===== config.mk =====
export PLATFORM = sky130hd
export DESIGN_NAME = ctrl_pkt_arbiter
export DESIGN_NICKNAME = d
export VERILOG_FILES = /design/src/rtl/ctrl_pkt_arbiter.sv
export SDC_FILE = /design/constraint.sdc
export NUM_CORES = 1
export LEC_CHECK = 0
export ABC_AREA = 0
export BUFFER_PORTS_ARGS = -buffer_cell sky130_fd_sc_hd__buf_2
export CAP_MARGIN = 20
export CORE_AREA = 2 2 147 149
export DETAILED_ROUTE_END_ITERATION = 16
export DIE_AREA = 0 0 149 151
export PLACE_DENSITY = 0.54
export SLEW_MARGIN = 20
export SYNTH_ARGS = -nofsm -noshare
export SYNTH_HDL_FRONTEND = slang
export SYNTH_SLANG_ARGS = --single-unit

===== constraint.sdc =====
create_clock -name core_clk -period 2.7 [get_ports core_clk]
set_clock_uncertainty 0.15 [all_clocks]
set_input_delay 0 -clock core_clk [delete_from_list [all_inputs] [get_ports core_clk]]
set_output_delay 0 -clock core_clk [all_outputs]
set_load 0.03 [all_outputs]

===== src/rtl/ctrl_pkt_arbiter.sv =====
// ctrl_pkt_arbiter
// Round-robin, packet-granular arbiter. It shares one 64-bit control-packet
// AXI-stream between NUM_REQ UDT control sources. Requester 0 is the handshake
// source. Each granted packet is forwarded whole through a one-deep registered
// output stage.
//
// Optional feature: define CTRL_ARB_HS_PRIORITY_EN to give requester 0 absolute
// priority at arbitration time. A grant to requester 0 then leaves the
// round-robin pointer untouched. A locked packet is never preempted in either
// build.
//
// Ports
//   core_clk, core_rst : clock, asynchronous active-high reset
//   s_tdata/s_tkeep/s_tvalid/s_tlast : requester streams, requester i in slice i
//   s_tready           : per-requester ready; only the locked requester can be high
//   m_tdata/m_tkeep/m_tvalid/m_tlast, m_tready : registered output stream
//   grant_id           : current or most recent grant
//   busy               : a packet is locked
//   overrun            : one-cycle pulse when a packet exceeds MAX_BEATS beats
module ctrl_pkt_arbiter #(
  parameter int unsigned NUM_REQ   = 4,
  parameter int unsigned MAX_BEATS = 16
) (
  input  logic                   core_clk,
  input  logic                   core_rst,
  input  logic [NUM_REQ*64-1:0]  s_tdata,
  input  logic [NUM_REQ*8-1:0]   s_tkeep,
  input  logic [NUM_REQ-1:0]     s_tvalid,
  input  logic [NUM_REQ-1:0]     s_tlast,
  output logic [NUM_REQ-1:0]     s_tready,
  output logic [63:0]            m_tdata,
  output logic [7:0]             m_tkeep,
  output logic                   m_tvalid,
  output logic                   m_tlast,
  input  logic                   m_tready,
  output logic [2:0]             grant_id,
  output logic                   busy,
  output logic                   overrun
);

  localparam int unsigned GW = 3;
  localparam int unsigned CW = 8;

  typedef enum logic {IDLE, LOCK} state_t;

  state_t          state;
  logic [GW-1:0]   last_grant;
  logic [CW-1:0]   beat_cnt;

  logic            sel_valid_c;
  logic            sel_last_c;
  logic [63:0]     sel_data_c;
  logic [7:0]      sel_keep_c;
  logic            out_ready_c;
  logic            accept_c;
  logic            arb_found_c;
  logic [GW-1:0]   arb_pick_c;

  // Route the granted requester's stream; ready is combinational so the
  // source stalls in the same cycle the output stage is blocked.
  always_comb begin
    sel_valid_c = 1'b0;
    sel_last_c  = 1'b0;
    sel_data_c  = '0;
    sel_keep_c  = '0;
    s_tready    = '0;
    out_ready_c = !m_tvalid || m_tready;
    for (int i = 0; i < int'(NUM_REQ); i++) begin
      if (grant_id == GW'(i)) begin
        sel_valid_c = s_tvalid[i];
        sel_last_c  = s_tlast[i];
        sel_data_c  = s_tdata[64*i +: 64];
        sel_keep_c  = s_tkeep[8*i +: 8];
        s_tready[i] = (state == LOCK) && out_ready_c;
      end
    end
    accept_c = (state == LOCK) && sel_valid_c && out_ready_c;
  end

  // Round-robin search: first valid requester starting after last_grant.
  always_comb begin
    arb_found_c = 1'b0;
    arb_pick_c  = '0;
    for (int k = 1; k <= int'(NUM_REQ); k++) begin
      for (int j = 0; j < int'(NUM_REQ); j++) begin
        if (!arb_found_c && s_tvalid[j] &&
            (j == (int'(last_grant) + k) % int'(NUM_REQ))) begin
          arb_found_c = 1'b1;
          arb_pick_c  = GW'(j);
        end
      end
    end
`ifdef CTRL_ARB_HS_PRIORITY_EN
    // Handshake traffic overrides the pointer whenever it is pending.
    if (s_tvalid[0]) begin
      arb_found_c = 1'b1;
      arb_pick_c  = '0;
    end
`endif
  end

  // Arbitration FSM, beat counter and registered output stage.
  always_ff @(posedge core_clk or posedge core_rst) begin
    if (core_rst) begin
      state      <= IDLE;
      grant_id   <= '0;
      last_grant <= GW'(NUM_REQ - 1);
      busy       <= 1'b0;
      overrun    <= 1'b0;
      beat_cnt   <= '0;
      m_tdata    <= '0;
      m_tkeep    <= '0;
      m_tvalid   <= 1'b0;
      m_tlast    <= 1'b0;
    end else begin
      overrun <= 1'b0;

      case (state)
        IDLE: begin
          if (arb_found_c) begin
            grant_id <= arb_pick_c;
            busy     <= 1'b1;
            beat_cnt <= '0;
            state    <= LOCK;
          end
        end
        LOCK: begin
          if (accept_c) begin
            if (beat_cnt != {CW{1'b1}}) begin
              beat_cnt <= beat_cnt + CW'(1);
            end
            // Fires once, on the beat that moves the count past MAX_BEATS.
            if ((beat_cnt == CW'(MAX_BEATS)) && (beat_cnt != {CW{1'b1}})) begin
              overrun <= 1'b1;
            end
            if (sel_last_c) begin
`ifdef CTRL_ARB_HS_PRIORITY_EN
              if (grant_id != '0) begin
                last_grant <= grant_id;
              end
`else
              last_grant <= grant_id;
`endif
              busy  <= 1'b0;
              state <= IDLE;
            end
          end
        end
        default: state <= IDLE;
      endcase

      if (accept_c) begin
        m_tdata  <= sel_data_c;
        m_tkeep  <= sel_keep_c;
        m_tlast  <= sel_last_c;
        m_tvalid <= 1'b1;
      end else if (m_tready) begin
        m_tvalid <= 1'b0;
      end
    end
  end

endmodule


# --- After elaboration in Yosys (flattened, before gate mapping) ---
# Cells that the tools add are included.
totals:
  register_bits: 90
  wordCells: 175
  in_bits: 299
  output_inout_bits: 83
classes:
  n_addsub: 5
  mux: 68
  n_bitwise: 5
  reduce_logical: 66
  eq_ne: 21
op_table:
  columns: ["operator", "n"]
  rows:
  - ["64-bit two-way mux", 4]
  - ["32-bit zero test", 4]
  - ["8-bit two-way mux", 7]
  - ["3-bit two-way mux", 14]
  - ["1-bit two-way mux", 40]
  - ["1-bit logical AND", 35]
  - ["3-bit == test, first input constant", 8]
  - ["1-bit zero test", 16]
  - ["8-bit case mux with 2 select lines", 1]
  - ["2-bit by 3-bit == test with 1-bit output, first input constant", 4]
  - ["3-bit AND reduction", 3]
  - ["8-bit by 1-bit adder with 8-bit output, second input constant", 1]
  - ["8-bit by 5-bit == test with 1-bit output, second input constant", 1]
  - ["8-bit inequality test, second input constant", 1]
  - ["2-bit OR reduction", 4]
  - ["3-bit by 2-bit == test with 1-bit output, second input constant", 2]
  - ["2-bit by 1-bit inequality test with 1-bit output, second input constant", 3]
  - ["2-bit by 1-bit adder with 2-bit output, second input constant", 2]
  - ["2-bit adder, second input constant", 2]
  - ["1-bit AND, first input constant", 4]
  - ["1-bit case mux with 2 select lines", 2]
  - ["3-bit by 1-bit == test with 1-bit output, second input constant", 1]
  - ["3-bit zero test", 1]
  - ["2-bit inequality test, second input constant", 1]
  - ["4 further kinds", 4]

# --- Longest topological paths before layout ---
# Gate-level depths: netlist of the first run.
logic_depth:
  depth_word: 68
  mapped_depth: 8
  depth_no_buf: 6

# --- Least setup slack after synthesis of the first run ---
# Ideal clock, no wire load.
synth_path:
  path_kind: "reg2out"
  from: "register grant_id[1]"
  to: "output s_tready[0]"
  stages_incl_launch_ff: 5
  n_path_buf: 3
  t_required_ns: 2.550
  slack_ns: 0.453
  arrival_ns: 2.097
  path_cell_list: "dfrtp_1 > buf_2 > buf_2 > buf_1 > nor4_1"
synth_between:
  elab_chain_len: 2
synth_rtl:
  columns: ["item", "line_no", "text"]
  rows:
  - ["start, declared", "36", "output logic [2:0] grant_id,"]
  - ["start signal, assigned", "121", "grant_id <= arb_pick_c;"]
  - ["3-bit zero test", "69", "if (grant_id == GW'(i)) begin"]
  - ["1-bit two-way mux", "69", null]
  - ["end, declared", "30", "output logic [NUM_REQ-1:0] s_tready,"]
# Every way passes these cells.

# --- Worst setup path in the final report of the first run ---
layout_path:
  from: "register grant_id[0]"
  to: "register m_tdata[26]"
layout_between:
  elab_chain_len: 7
  elab_cells_between_ends: 14
  classes_between: "3 x eq/ne; 8 x mux; 3 x reduce/logical"
layout_rtl:
  columns: ["item", "line_no", "text"]
  rows:
  - ["3-bit zero test", "69", null]
  - ["1-bit two-way mux (4 in a row)", "69", null]
  - ["1-bit logical AND (2 in a row)", "77", "accept_c = (state == LOCK) && sel_valid_c && out_ready_c;"]
  - ["end signal, assigned", "153", "m_tdata <= sel_data_c;"]
  - ["end, declared", "31", "output logic [63:0] m_tdata,"]
# Parallel ways exist; a longest one is shown, timed or not.
# A chain may end at the register's enable or synchronous reset.

==> results.cfg, run 1 <==
[critical_path]
critPathArrivalTime_ns = 2.70
critPathBufInv = 2
cp_max_fo = 72
startpoint_type = flip-flop
crit_chain = nand2b_1 > a211oi_4 > a21o_2 > buf_12 > nand2_1 > dlygate4sd3_1 > nand2_1
cpPeakStageDelay_ns = 0.57
endpoint_kind = flip-flop
crit_type = flip-flop to flip-flop
crit_family = buffers and inverters
cpMaxStageDelayCell = dlygate4sd3_1
critPathRequiredTime_ns = 2.83
crit_top_cell = nand2_1

[sta]
maxSlewHeadroom_pct = 45.31
hold_viol_final = 0
timing.final.ws_setup_ns = 0.1309
fin_setup_tns_ns = 0
rsz0062_at_grt = no
slew_viol_final = 0
setup_viol = 0
min_period_ns = 2.569
period_share_pct = 95.15
fmax_mhz = 389.2
worst_pin_slew_ns = 0.8155

[yosys]
synth_edf_count = 0
synth_warnings = 0
synthCells = 507
synth_ff_type = dfrtp_1
yosys-top-cells-area = dfrtp_1 40%, mux4_2 30%, nand2_1 16%
synth.avg_cell_area_um2 = 10.65
ys_ff_latch = 89
synth_area_um2 = 5400
synthDistinctLibCells = 42
synth_nets = 808
netlist.area_leader.share_pct = 40.32
ys_seq_area_share_pct = 41.29
synth_top_area_cell = dfrtp_1
synth-async-reset-ratio_pct = 100.0

[grt]
grt_pass1_vias = 6370
grt-ovfl-total = 0
antenna_found_initial = 1
grt_max_degree = 73
grt.total_usage_pct = 17.97
grt_pass1_wl_mm = 31.55

[clock_network]
h-tree-depth = 3
clk_pin_slew_ns = 0.07
cts_sinks = 89
cts_made_buffers = 9
root_buffer = clkbuf_16
worstSkewPairLatency_ns = 0.34
cts_tree = yes
clk_path_buf_depth = 2

[placement]
portBuffers = 380
hpwl_mm = 14.98
place_congestion = 0.7890
post-place-ws_ns = 0.4720

[detailed_routing]
vias = 5954
drtPass1Iterations = 4
wl_per_cell_um = 15.88
drc = 0
via_per_inst = 4.549
drt-total-wl_mm = 20.79
drt_iter0_drc = 274
ant_nets = 0

[run]
maxCapViolCount = 0

[power_and_ir_drop]
leakage_nw = 4.787
peakVddDrop_uv = 612.7
p_per_area_nw_per_um2 = 1049

[run_status]
outcome = finished clean

[final_layout]
area_growth_pct = 75.79
post-route-util_pct = 45.59
fillers = 2015
drive_above_1_share_pct = 47.92
final_nets = 1329

[floorplanning]
core_area_um2 = 20820
pin_count = 382
dieWidth_um = 149
die-area_um2 = 22500
initial_core_util_pct = 25.93
rows = 53
die_h_um = 151

[min_path]
hold_class = input pin to flip-flop
layout by cell type (no fill, tap or decap), drive strengths merged, types with 2 or more instances in the layout:
cell and count:
nand2 226, inv 6, ha 2, nand2b 5, nor2b 3, nand4 2
or4 3, dfrtp 87, o31ai 4, or3 4, mux4 73, clkbuf 11
nor2 11, clkinv 3, a21o 2, buf 391, mux2 2, a21oi 6
o21ai 8, dfstp 2, and2 3, dlygate4sd3 156, a211oi 2, nor3 3
nand3 4
power breakdown:
part           switching (mW)  internal [mW]  leakage [nW]
sequential              0.372           1.99          1.10
combinational            3.53           2.84          3.55
clock                   0.544          0.680         0.142
total                    4.45           5.51          4.79
layer usage:
layer  track usage, %  vias to the layer above  routed length, um
met2            33.48                      266              10990
met3            3.735                       21               1398
met5                0                        -                  0
met4            6.524                        0                388
li1                 -                     2827                  -
met1            20.25                     2840               8011
worst min-delay path: cells and delay by family:
family,cells,cell delay (ns)
buffers and inverters,1,0.13
AOI/OAI and AO/OA,1,0.17
and+or+nand+nor,2,0.19
per-stage QoR:
stage	hold slack [ns]	std cells	total power [mW]	cell area, um^2
2_1_floorplan	0.03746	507	6.291	5400
3_3_place_gp	-0.06493	1136	7.852	7626
3_5_place_dp	-0.06302	1136	7.910	7626
4_1_cts	0.005421	1308	10.05	9479
5_1_grt	0.02630	1309	10.76	9493
6_report	0.02843	1309	9.954	9493
final cells by class:
cell class	instances	area [um^2]	area share, %
inverter	5	21.27	0.2241
antenna	1	2.502	0.02636
timing repair buffer	547	3587	37.79
sequential	89	2237	23.57
multi-input combinational	376	3009	31.70
clock inverter	5	38.79	0.4086
tap	275	344.1	3.625
clock buffer	11	252.7	2.662
sequential cells by signal (all words and copies together), names as in the netlist:
register / flops
beat_cnt: 8
busy: 1
grant_id: 2
last_grant: 2
m_tdata: 64
m_tkeep: 8
m_tlast: 1
m_tvalid: 1
overrun: 1
state: 1
final timing paths:
kind | startpoint | end | slack [ns] | depth (start not counted)
setup / recovery | grant_id[0]$_DFFE_PP0P_ | m_tdata[26]$_DFFE_PP0P_ | 0.13 | 7
hold / removal | s_tvalid[1] | grant_id[0]$_DFFE_PP0P_ | 0.03 | 4
setup reg to reg | grant_id[0]$_DFFE_PP0P_ | m_tdata[26]$_DFFE_PP0P_ | 0.13 | 7
hold reg to reg | m_tdata[3]$_DFFE_PP0P_ | m_tdata[3]$_DFFE_PP0P_ | 0.31 | 2
max in group asynchronous | core_rst | m_tkeep[3]$_DFFE_PP0P_ | 1.61 | 4
min in group asynchronous | core_rst | m_tdata[24]$_DFFE_PP0P_ | 0.10 | 3
repair_timing:
action / in CTS / in global routing
hold endpoints to repair: 116 / 0
gates resized for setup: 0 / 2
endpoints found under the setup margin: 0 / 30
buffers inserted: 0 / 0
hold buffers: 156 / 0
synth_stat cells (3+ instances only):
master    count
dfrtp_1      87
nor3_1        3
nand3_1       4
inv_1         4
nor2_1       11
o31ai_1       4
mux4_2       73
nor2b_1       3
a21oi_1       6
nand2b_1      5
buf_1         9
buf_2        13
nand2_1     226
o21ai_0       8
or3_1         4
clkbuf_1     13
cells by family after synthesis:
| logic type | count (synthesis) | synth area share (%) |
|---|---|---|
| compound gates | 27 | 3.337 |
| fa+ha+maj | 2 | 0.4633 |
| buf+inv | 42 | 3.359 |
| flops | 89 | 41.29 |
| mux | 76 | 31.05 |
| other cells | 1 | 0.06944 |
| simple gates | 270 | 20.44 |
Power figures use the tool's default switching activity.
==> inputs of run 2 (changes only) <==
- RECOVER_POWER: not set -> 100
==> run 2 against run 1 <==
Net effect:
- the flow now finishes with violations (max-capacitance violations, max-slew violations)
- critical endpoint unchanged
- register-to-register slack improved by 0.05 ns
- via count is 0.17% higher
- combinational power down 3%
- die area did not move
- highest routed layer unchanged
- largest power group unchanged
- global-route usage is the same
- clock-buffer cell count stayed put
- routed wire length grew 0.41%
- largest cell class unchanged
==> results.cfg, run 2 (synthesis gave the netlist of run 1 again) <==
[sta]
fmax_mhz = 396.5
period_share_pct = 93.42
worst_pin_slew_ns = 1.668
slew_viol_final = 41
maxSlewHeadroom_pct = -11.30
setup_viol = 0
hold_viol_final = 0
rsz0062_at_grt = no
min_period_ns = 2.522
fin_setup_tns_ns = 0

[power_and_ir_drop]
leakage_nw = 4.517
intPower_mw = 5.326
p_switching_mw = 4.465
p_comb_share_pct = 63.2
p_per_area_nw_per_um2 = 1045
peakVddDrop_uv = 606.8
clkPwrFrac_pct = 12.5
pwr-share-seq_pct = 24.3
switching_share_pct = 45.61

[detailed_routing]
ant_nets = 0
via_per_inst = 4.556
drc = 0
vias = 5964
drt-total-wl_mm = 20.88
drtPass1Iterations = 4
drt_iter0_drc = 232
wl_per_cell_um = 15.95

[critical_path]
critPathBufInv = 2
cpPeakStageDelay_ns = 0.57
crit_top_cell = nand2_1
endpoint_kind = flip-flop
reg2regPathDepth = 7
reg2reg_from = grant_id[0]$_DFFE_PP0P_
cp_max_fo = 72
crit_type = flip-flop to flip-flop
critPathRequiredTime_ns = 2.83
crit_family = buffers and inverters
crit_start = grant_id[0]$_DFFE_PP0P_
critPathArrivalTime_ns = 2.65
worst-path-stages = 7
cpMaxStageDelayCell = dlygate4sd3_1
startpoint_type = flip-flop
crit_chain = nand2b_1 > a211oi_4 > a21o_2 > buf_12 > nand2_1 > dlygate4sd3_1 > nand2_1

[clock_network]
cts_made_buffers = 9
cts_sinks = 89
cts_tree = yes
root_buffer = clkbuf_16
clk_path_buf_depth = 2
h-tree-depth = 3
worstSkewPairLatency_ns = 0.34
clk_pin_slew_ns = 0.07

[floorplanning]
dieWidth_um = 149
die-area_um2 = 22500
die_h_um = 151
core_area_um2 = 20820
initial_core_util_pct = 25.93
rows = 53
pin_count = 382

[final_layout]
fillers = 2062
drive_above_1_share_pct = 39.69
regArea_um2 = 2237
reg.largest.list = m_tdata: 64 flops, beat_cnt: 8 flops, m_tkeep: 8 flops
multi_input_area_um2 = 2992
final_nets = 1329
area_growth_pct = 73.49
final_area_um2 = 9369
final_common_cell = buf_2
largest_reg_flops = 64
regMostFlops = m_tdata
layout_common_cells = 300 x buf_2, 226 x nand2_1, 156 x dlygate4sd3_1, 85 x dfrtp_1, 81 x clkbuf_1

[min_path]
whs_path_depth = 4
min_from = s_tvalid[1]
hold_class = input pin to flip-flop

[grt]
grt_pass1_wl_mm = 31.55
grt_max_degree = 73
grt.total_usage_pct = 17.97
grt_pass1_vias = 6370
antenna_found_initial = 1
grt-ovfl-total = 0

[placement]
hpwl_mm = 14.98
place_area_um2 = 7626
place_congestion = 0.7890
portBuffers = 380

[run_status]
violations = max-capacitance violations, max-slew violations
outcome = complete, but fails checks

[run]
maxCapViolCount = 1
## run 2: stage by stage
step                      setup slack, ns  hold WS, ns  utilization, %  total power, mW  instances
after floorplan                    0.2464      0.03746               -            6.291        507
after global placement             0.4796     -0.06493           36.62            7.852       1136
after detailed placement           0.4720     -0.06302           36.62            7.910       1136
after CTS                         0.02048     0.005421           45.52            10.05       1308
after global routing              0.04268      0.02630           44.99            10.57       1309
final                              0.1777      0.02390           44.99            9.791       1309
## run 2: cell type report
type	instances	share of cell area, %
flip-flops and latches	89	23.88
diodes	1	0.02671
inverters	5	0.2003
multi-input cells	376	31.93
repair buffers	547	37.18
clock inverters	5	0.4140
clock buffers	11	2.698
well taps	275	3.673
## run 2: tightest hold or removal path: cells and delay by family
family | cells | cell delay (ns)
AND/OR/NAND/NOR | 2 | 0.18
AO/OA/AOI/OAI | 1 | 0.17
buffers and inverters | 1 | 0.13
## run 2: power groups by stage
stage	registers, mW	logic [mW]	clock network (mW)
after CTS	2.36	6.40	1.29
after floorplan	3.41	2.88	0
final	2.38	6.19	1.22
after global routing	2.47	6.78	1.33
after detailed placement	2.37	5.54	0
after global placement	2.35	5.50	0
## run 2: metal layers
| layer | track usage, % | part of all wire, % | vias to the layer above |
|---|---|---|---|
| met5 | 0 | 0 | - |
| met4 | 6.524 | 2.2 | 0 |
| met3 | 3.735 | 7.1 | 29 |
| met2 | 33.48 | 53 | 273 |
| met1 | 20.25 | 38 | 2837 |
| li1 | - | - | 2825 |
## run 2: final timing paths
check	endpoint	slack, ns
max in group asynchronous	grant_id[0]$_DFFE_PP0P_	0.64
worst max register to register	m_tdata[26]$_DFFE_PP0P_	0.18
worst max-delay path	m_tdata[26]$_DFFE_PP0P_	0.18
worst min-delay path	grant_id[0]$_DFFE_PP0P_	0.02
worst min register to register	m_tdata[30]$_DFFE_PP0P_	0.31
min in group asynchronous	m_tdata[24]$_DFFE_PP0P_	0.56
## run 2: what timing repair did
item	4_1_cts	5_1_grt
hold buffers	156	0
gates resized for setup	0	2
hold endpoints to repair	116	0
buffers inserted	0	0
setup endpoints to repair	0	30
